File: src/rtl/herloa_pkg.sv
// -----------------------------------------------------------------------------
// herloa_pkg
// Shared constants and helpers for the hybrid approximate adder (HERLOA).
//   HERLOA_N / HERLOA_P / HERLOA_M / HERLOA_NREQ : default configuration
//   herloa_params_ok(n, p, m) : legality check (4 <= P <= N-1, 1 <= M <= P-2)
//   herloa_ref(x, y)          : approximate sum for the default N/P/M
// -----------------------------------------------------------------------------
package herloa_pkg;

    localparam int unsigned HERLOA_N    = 16;
    localparam int unsigned HERLOA_P    = 8;
    localparam int unsigned HERLOA_M    = 4;
    localparam int unsigned HERLOA_NREQ = 4;

    function automatic bit herloa_params_ok(input int unsigned n,
                                            input int unsigned p,
                                            input int unsigned m);
        return (p >= 4) && (p <= n - 1) && (m >= 1) && (m + 2 <= p);
    endfunction

    function automatic logic [HERLOA_N:0] herloa_ref(input logic [HERLOA_N-1:0] x,
                                                     input logic [HERLOA_N-1:0] y);
        logic                       a0;
        logic                       a1;
        logic [HERLOA_P-1:0]        lo;
        logic [HERLOA_N-HERLOA_P:0] hi;
        a0 = x[HERLOA_P-1] ^ y[HERLOA_P-1];
        a1 = x[HERLOA_P-2] & y[HERLOA_P-2];
        lo = '0;
        lo[HERLOA_P-1] = a0 | a1;
        lo[HERLOA_P-2] = (a0 | ~a1) & (x[HERLOA_P-2] | y[HERLOA_P-2]);
        for (int unsigned i = HERLOA_M; i <= HERLOA_P - 3; i++) begin
            lo[i] = x[i] | y[i] | (a0 & a1);
        end
        lo[HERLOA_M-1:0] = '1;
        hi = {1'b0, x[HERLOA_N-1:HERLOA_P]} + {1'b0, y[HERLOA_N-1:HERLOA_P]}
           + {{(HERLOA_N-HERLOA_P){1'b0}}, x[HERLOA_P-1] & y[HERLOA_P-1]};
        return {hi, lo};
    endfunction

endpackage

File: src/rtl/herloa_share_arb_if.sv
// -----------------------------------------------------------------------------
// herloa_share_arb_if
// Handshake bundle between the requesters / result consumer and the shared
// approximate adder.
//   req_valid/req_ready : per-requester valid/ready (NREQ bits)
//   req_x/req_y         : packed operands, requester i at [i*N +: N]
//   out_valid/out_ready : result handshake
//   out_sum             : approximate sum {cout, s} (N+1 bits)
//   out_id              : index of the requester owning out_sum
//   busy                : any pipeline stage holds data
// Modports: master = producer/consumer side, slave = arbiter side.
// -----------------------------------------------------------------------------
interface herloa_share_arb_if #(
    parameter int unsigned N    = 16,
    parameter int unsigned NREQ = 4
);
    localparam int unsigned IDW = $clog2(NREQ);

    logic [NREQ-1:0]   req_valid;
    logic [NREQ-1:0]   req_ready;
    logic [NREQ*N-1:0] req_x;
    logic [NREQ*N-1:0] req_y;
    logic              out_valid;
    logic              out_ready;
    logic [N:0]        out_sum;
    logic [IDW-1:0]    out_id;
    logic              busy;

    modport master (
        output req_valid, req_x, req_y, out_ready,
        input  req_ready, out_valid, out_sum, out_id, busy
    );

    modport slave (
        input  req_valid, req_x, req_y, out_ready,
        output req_ready, out_valid, out_sum, out_id, busy
    );
endinterface

File: src/rtl/herloa_dp.sv
// -----------------------------------------------------------------------------
// herloa_dp
// Purely combinational hybrid approximate adder.
//   x_i, y_i : N-bit operands
//   sum_o    : N+1-bit approximate sum {cout, s}
// Bits [N-1:P] are added exactly with a carry-in of X[P-1]&Y[P-1]; bits
// [P-1:M] use OR-based approximation; bits [M-1:0] are forced to one.
// -----------------------------------------------------------------------------
module herloa_dp
    import herloa_pkg::*;
#(
    parameter int unsigned N = HERLOA_N,
    parameter int unsigned P = HERLOA_P,
    parameter int unsigned M = HERLOA_M
) (
    input  logic [N-1:0] x_i,
    input  logic [N-1:0] y_i,
    output logic [N:0]   sum_o
);

    logic         a0;
    logic         a1;
    logic [P-1:0] lo;
    logic [N-P:0] hi;

    always_comb begin
        a0 = x_i[P-1] ^ y_i[P-1];
        a1 = x_i[P-2] & y_i[P-2];
        lo = '0;
        lo[P-1] = a0 | a1;
        lo[P-2] = (a0 | ~a1) & (x_i[P-2] | y_i[P-2]);
        for (int unsigned i = M; i <= P - 3; i++) begin
            lo[i] = x_i[i] | y_i[i] | (a0 & a1);
        end
        lo[M-1:0] = '1;
        hi = {1'b0, x_i[N-1:P]} + {1'b0, y_i[N-1:P]}
           + {{(N-P){1'b0}}, x_i[P-1] & y_i[P-1]};
        sum_o = {hi, lo};
    end

endmodule

File: src/rtl/herloa_share_arb.sv
// -----------------------------------------------------------------------------
// herloa_share_arb
// Round-robin arbiter sharing one herloa_dp among NREQ requesters through a
// 2-stage pipeline (S1 = operands + id, S2 = sum + id + valid).
//   clk       : rising-edge clock
//   rst       : synchronous active-high reset
//   bus       : herloa_share_arb_if.slave (requests, result, busy)
//   stats_clr : clear error statistics
//   err_cnt   : number of results with approx != exact (saturating)
//   err_acc   : sum of |approx - exact| (saturating)
// Optional feature macro: HERLOA_ERR_STATS_EN enables the exact adder and the
// error statistics; when undefined err_cnt/err_acc are 0 and stats_clr is
// ignored.
// -----------------------------------------------------------------------------
module herloa_share_arb
    import herloa_pkg::*;
#(
    parameter int unsigned N    = HERLOA_N,
    parameter int unsigned P    = HERLOA_P,
    parameter int unsigned M    = HERLOA_M,
    parameter int unsigned NREQ = HERLOA_NREQ
) (
    input  logic                     clk,
    input  logic                     rst,
    herloa_share_arb_if.slave        bus,
    input  logic                     stats_clr,
    output logic [31:0]              err_cnt,
    output logic [39:0]              err_acc
);

    localparam int unsigned IDW = $clog2(NREQ);

    logic           s1_valid_q, s1_valid_d;
    logic [N-1:0]   s1_x_q, s1_x_d;
    logic [N-1:0]   s1_y_q, s1_y_d;
    logic [IDW-1:0] s1_id_q, s1_id_d;
    logic           s2_valid_q, s2_valid_d;
    logic [N:0]     s2_sum_q, s2_sum_d;
    logic [IDW-1:0] s2_id_q, s2_id_d;
    logic [IDW-1:0] ptr_q, ptr_d;

    logic           s2_load;
    logic           s1_free;
    logic           gnt_found;
    logic [IDW-1:0] gnt_idx;
    int unsigned    scan_idx;
    logic           accept;
    logic [N:0]     dp_sum;

    herloa_dp #(.N(N), .P(P), .M(M)) u_dp (
        .x_i   (s1_x_q),
        .y_i   (s1_y_q),
        .sum_o (dp_sum)
    );

    assign s2_load = s1_valid_q & (~s2_valid_q | bus.out_ready);
    assign s1_free = ~s1_valid_q | s2_load;

    // Scan starts just after the last granted requester, so reset ptr=NREQ-1
    // gives requester 0 top priority.
    always_comb begin
        gnt_found = 1'b0;
        gnt_idx   = '0;
        scan_idx  = 0;
        for (int unsigned k = 1; k <= NREQ; k++) begin
            scan_idx = (32'(ptr_q) + k) % NREQ;
            if (!gnt_found && bus.req_valid[scan_idx]) begin
                gnt_found = 1'b1;
                gnt_idx   = IDW'(scan_idx);
            end
        end
    end

    // Ready is masked during reset so no handshake can slip through.
    assign accept = gnt_found & s1_free & ~rst;

    always_comb begin
        bus.req_ready = '0;
        if (accept) begin
            bus.req_ready[gnt_idx] = 1'b1;
        end
    end

    always_comb begin
        s1_x_d  = s1_x_q;
        s1_y_d  = s1_y_q;
        s1_id_d = s1_id_q;
        ptr_d   = ptr_q;
        s2_sum_d = s2_sum_q;
        s2_id_d  = s2_id_q;
        if (accept) begin
            s1_x_d  = bus.req_x[gnt_idx*N +: N];
            s1_y_d  = bus.req_y[gnt_idx*N +: N];
            s1_id_d = gnt_idx;
            ptr_d   = gnt_idx;
        end
        s1_valid_d = accept | (s1_valid_q & ~s2_load);
        if (s2_load) begin
            s2_sum_d = dp_sum;
            s2_id_d  = s1_id_q;
        end
        s2_valid_d = s2_load | (s2_valid_q & ~bus.out_ready);
    end

    always_ff @(posedge clk) begin
        if (rst) begin
            s1_valid_q <= 1'b0;
            s1_x_q     <= '0;
            s1_y_q     <= '0;
            s1_id_q    <= '0;
            s2_valid_q <= 1'b0;
            s2_sum_q   <= '0;
            s2_id_q    <= '0;
            ptr_q      <= IDW'(NREQ - 1);
        end else begin
            s1_valid_q <= s1_valid_d;
            s1_x_q     <= s1_x_d;
            s1_y_q     <= s1_y_d;
            s1_id_q    <= s1_id_d;
            s2_valid_q <= s2_valid_d;
            s2_sum_q   <= s2_sum_d;
            s2_id_q    <= s2_id_d;
            ptr_q      <= ptr_d;
        end
    end

    assign bus.out_valid = s2_valid_q;
    assign bus.out_sum   = s2_sum_q;
    assign bus.out_id    = s2_id_q;
    assign bus.busy      = s1_valid_q | s2_valid_q;

`ifdef HERLOA_ERR_STATS_EN
    logic [N:0]  exact;
    logic [N:0]  diff;
    logic [40:0] acc_sum;
    logic [31:0] err_cnt_q, err_cnt_d;
    logic [39:0] err_acc_q, err_acc_d;

    always_comb begin
        exact   = {1'b0, s1_x_q} + {1'b0, s1_y_q};
        diff    = (dp_sum >= exact) ? (dp_sum - exact) : (exact - dp_sum);
        acc_sum = {1'b0, err_acc_q} + {{(40-N){1'b0}}, diff};
        err_cnt_d = err_cnt_q;
        err_acc_d = err_acc_q;
        if (stats_clr) begin
            err_cnt_d = '0;
            err_acc_d = '0;
        end else if (s2_load) begin
            if ((dp_sum != exact) && (err_cnt_q != '1)) begin
                err_cnt_d = err_cnt_q + 32'd1;
            end
            err_acc_d = acc_sum[40] ? '1 : acc_sum[39:0];
        end
    end

    always_ff @(posedge clk) begin
        if (rst) begin
            err_cnt_q <= '0;
            err_acc_q <= '0;
        end else begin
            err_cnt_q <= err_cnt_d;
            err_acc_q <= err_acc_d;
        end
    end

    assign err_cnt = err_cnt_q;
    assign err_acc = err_acc_q;
`else
    logic unused_stats_clr;
    assign unused_stats_clr = stats_clr;
    assign err_cnt = '0;
    assign err_acc = '0;
`endif

    // Producers must hold valid and operands until accepted.
    for (genvar gi = 0; gi < NREQ; gi++) begin : g_hold
        a_hold: assert property (@(posedge clk) disable iff (rst)
            (bus.req_valid[gi] && !bus.req_ready[gi]) |=>
            (bus.req_valid[gi] && $stable(bus.req_x[gi*N +: N])
                               && $stable(bus.req_y[gi*N +: N])));
    end

endmodule

File: src/flat_wrapper.sv
// flat-port wrapper written by rule: the top's interface ports become plain ports
module herloa_share_arb_flat import herloa_pkg::*;
#(
    parameter int unsigned N    = HERLOA_N,
    parameter int unsigned P    = HERLOA_P,
    parameter int unsigned M    = HERLOA_M,
    parameter int unsigned NREQ = HERLOA_NREQ
)
  (clk, rst, stats_clr, err_cnt, err_acc, bus_req_valid, bus_req_x, bus_req_y, bus_out_ready, bus_req_ready, bus_out_valid, bus_out_sum, bus_out_id, bus_busy);
  herloa_share_arb_if #(.N(N), .NREQ(NREQ)) bus_i ();
  input  logic clk;
  input  logic rst;
  input  logic stats_clr;
  output logic [31:0] err_cnt;
  output logic [39:0] err_acc;
  input wire logic [$bits(bus_i.req_valid)-1:0] bus_req_valid;
  input wire logic [$bits(bus_i.req_x)-1:0] bus_req_x;
  input wire logic [$bits(bus_i.req_y)-1:0] bus_req_y;
  input wire logic [$bits(bus_i.out_ready)-1:0] bus_out_ready;
  output wire logic [$bits(bus_i.req_ready)-1:0] bus_req_ready;
  output wire logic [$bits(bus_i.out_valid)-1:0] bus_out_valid;
  output wire logic [$bits(bus_i.out_sum)-1:0] bus_out_sum;
  output wire logic [$bits(bus_i.out_id)-1:0] bus_out_id;
  output wire logic [$bits(bus_i.busy)-1:0] bus_busy;
  assign bus_i.req_valid = bus_req_valid;
  assign bus_i.req_x = bus_req_x;
  assign bus_i.req_y = bus_req_y;
  assign bus_i.out_ready = bus_out_ready;
  assign bus_req_ready = bus_i.req_ready;
  assign bus_out_valid = bus_i.out_valid;
  assign bus_out_sum = bus_i.out_sum;
  assign bus_out_id = bus_i.out_id;
  assign bus_busy = bus_i.busy;
  herloa_share_arb #(.N(N), .P(P), .M(M), .NREQ(NREQ)) u_core (.clk(clk), .rst(rst), .bus(bus_i), .stats_clr(stats_clr), .err_cnt(err_cnt), .err_acc(err_acc));
endmodule
File: config.mk
export PLATFORM = sky130hd
export DESIGN_NAME = herloa_share_arb_flat
export DESIGN_NICKNAME = d
export VERILOG_FILES = /design/src/rtl/herloa_pkg.sv /design/src/rtl/herloa_share_arb_if.sv /design/src/rtl/herloa_dp.sv /design/src/rtl/herloa_share_arb.sv /design/src/flat_wrapper.sv
export SDC_FILE = /design/constraint.sdc
export NUM_CORES = 1
export LEC_CHECK = 0
export ABC_CLOCK_PERIOD_IN_PS = 2000
export BUFFER_PORTS_ARGS = -buffer_cell sky130_fd_sc_hd__buf_2
export CAP_MARGIN = 25
export CORE_ASPECT_RATIO = 1.4
export CORE_MARGIN = 4
export CORE_UTILIZATION = 38
export DETAILED_ROUTE_END_ITERATION = 8
export GPL_TIMING_DRIVEN = 0
export PLACE_DENSITY = 0.78
export SYNTH_ARGS = -nofsm -noshare
export SYNTH_HDL_FRONTEND = slang
export SYNTH_SLANG_ARGS = --single-unit
File: constraint.sdc
create_clock -name clk -period 2 [get_ports clk]
set_input_delay 0.4 -clock clk [delete_from_list [all_inputs] [get_ports clk]]
set_output_delay 0.4 -clock clk [all_outputs]
set_load 0.1 [all_outputs]
==> results.cfg <==
[clocking]
clock_sink_count = 46
clk_pin_slew_ns = 0.07
htreeDepth = 2
cts_tree = built
cts_made_buffers = 5
hold_buffers = 0
cts_root_buf = clkbuf_16
clock_latency_ns = 0.29
clockBufferDepth = 2

[routing]
dr.pass1.iters = 4
drtAntennaViolNets = 0
vias = 3247
route.detailed.drc = 0
via_per_inst = 4.65
post_drt_wl_per_cell_um = 14.6
drt_wl_total_um = 10200
drt-initial-drc-count = 155

[placement]
globalplace.congestion = 0.837
place_area_mm2 = 0.00435
dp.cells = 674
port_buffers = 127
dp_slack_ns = -0.640
post-dp-hpwl_um = 8100

[pwr]
vdd_drop_max_v = 0.000488
p_leak_nw = 2.50
p_per_area_mw_per_mm2 = 872

[grt]
grt_pass1_wl_um = 15500
grt_pass1_vias = 3280
overflow = 0
antenna_found_initial = 0
track_usage_pct = 19.1
grt_max_degree = 16

[logic_synthesis]
synthXorXnorAreaFrac_pct = 0
synth_edf_count = 0
synth_area_mm2 = 0.00327
netlist_top_cells_area = dfxtp_1, buf_4, mux2i_1, o221ai_1, nand2_1
synth_common_cells = buf_4, mux2i_1, dfxtp_1
ys_seq_elements = 46
syn_inst = 374
synthArstFlopShare_pct = 0
synthFlopType = dfxtp_1
synthMuxAreaShare_pct = 16.4
ys_types = 44
synth_top_family_by_area = buffers and inverters
yosys_warnings = 0
yosysMostFrequentCell = buf_4
synth_fa_ha_area_share_pct = 4.28
synth-simple-area-share_pct = 15.3
syn_avg_cell_area_um2 = 8.75
yosysSeqAreaShare_pct = 28.1
synth_top_cell_area_share_pct = 28.1
yosysTopAreaCell = dfxtp_1
synth_compound_area_share_pct = 14.4

[cells_and_area]
area_delta_synth_final_pct = 49.2
postLayoutCellArea_mm2 = 0.00488
final_nets = 741
nFillCells = 733
antenna_cells = 0
utilization_pct = 58.9
final_cells = 698
drive_above_1_share_pct = 46.1

[die]
die-area_mm2 = 0.0102
num_rows = 39
start_util_pct = 39.5
core_area_mm2 = 0.00830
ios = 233
die_w_um = 86.4
fp.dieH_um = 118

[sta]
max-slew-margin-rel_pct = 60.1
fin_crit_sh_pct = 112
setup_violations = 17
period_needed_ns = 2.24
fin_worst_skew_ns = 0.0108
hold_viol_final = 0
worst_pin_slew_ns = 0.599
timing.fmax_ghz = 0.447
worst_slack_ns = -0.235
tns_ns = -1.39
grt_setup_unrepaired = true
drv_slew = 0

[setup_path]
crit_arrival_ns = 2.44
critical_path_class = reg -> reg
cp.required_ns = 2.21
crit_path_start_kind = register
end_kind = register
critPathMaxFanout = 2

[job]
maxCapViolCount = 0

[hold_path]
hp-class = in -> reg

[outcome]
violations = negative setup slack
status = complete, but fails checks
[layout make-up]
cell class / count / area, um^2 / share of cell area [%]
Timing Repair Buffer: 143 / 831 / 17.0
Multi-Input combinational cell: 298 / 2080 / 42.5
Clock inverter: 3 / 43.8 / 0.897
Clock buffer: 5 / 125 / 2.56
Inverter: 8 / 30.0 / 0.615
Sequential cell: 46 / 931 / 19.1
Buffer: 93 / 718 / 14.7
Tap cell: 102 / 128 / 2.61
[registers in the layout, indices dropped and copies added, names as in the netlist]
signal	flops
u_core.bus.out_id	2
u_core.s1_y_q	12
u_core.ptr_q	2
u_core.bus.out_valid	1
u_core.s1_id_q	2
u_core.s1_x_q	12
u_core.bus.out_sum	14
u_core.s1_valid_q	1
[repair_timing]
item,4_1_cts,5_1_grt
pin swaps,10,7
setup buffers,13,4
setup endpoints to repair,7,26
resized for setup,46,15
[routing by layer]
layer	global-route usage [%]	part of all wire (%)	vias to the layer above	wire (um)
li1	-	-	1619	-
met5	0	0	-	0
met4	6.73	2.5	0	257
met2	36.7	53	172	5450
met3	4.06	9.4	23	955
met1	19.5	35	1433	3520
[stage by stage]
stage	power [mW]	hold WS (ns)
detailed placement	3.13	0.443
global route	4.43	0.435
global placement	3.10	0.438
floorplan	2.80	0.432
CTS	4.21	0.422
finish	4.26	0.413
[power breakdown]
part	switching [mW]	total (mW)	leakage, nW	internal [mW]
registers	0.0913	1.13	0.382	1.04
logic	1.49	2.17	2.03	0.675
clock network	0.367	0.959	0.0842	0.592
[cell usage in the layout (no fill, tap or decap), types with 4 or more instances in the layout]
master	synthesis	final
a21oi_1	11	10
buf_12	0	6
buf_2	5	125
buf_4	77	89
buf_6	2	4
buf_8	1	4
clkbuf_1	8	8
clkbuf_16	0	5
conb_1	1	72
dfxtp_1	46	40
dfxtp_2	0	5
ha_1	8	7
inv_1	6	5
mux2_2	4	4
mux2i_1	49	46
nand2_1	33	32
nand3b_1	12	12
nor2_1	21	19
nor3_1	12	12
o21a_1	5	5
o21ai_1	5	5
o221ai_1	20	20
[cell families after synthesis]
kind of cell / count (synthesis)
buf+inv: 101
simple gates: 101
compound gates: 62
mux: 53
flops: 46
fa+ha+maj: 10
other cells: 1
[final timing paths]
check        slack, ns                             endpoint  depth (start not counted)                                 from
max              -0.24  u_core.bus.out_sum[14]$_SDFFE_PP0P_                          9        u_core.s1_y_q[7]$_SDFFE_PP0P_
min               0.41       u_core.s1_y_q[13]$_SDFFE_PP0P_                          3                        bus_req_y[13]
max reg2reg      -0.24  u_core.bus.out_sum[14]$_SDFFE_PP0P_                          9        u_core.s1_y_q[7]$_SDFFE_PP0P_
min reg2reg       0.45  u_core.bus.out_sum[11]$_SDFFE_PP0P_                          2  u_core.bus.out_sum[11]$_SDFFE_PP0P_
[critical path, stage by stage (launching register included)]
cell	delay, ns
dfxtp_2	0.36
ha_4	0.14
inv_2	0.03
fa_2	0.36
fa_2	0.36
nor2b_2	0.14
o31a_1	0.21
o21ai_2	0.08
a2111o_1	0.38
o211ai_1	0.09
Power figures use the tool's default switching activity.
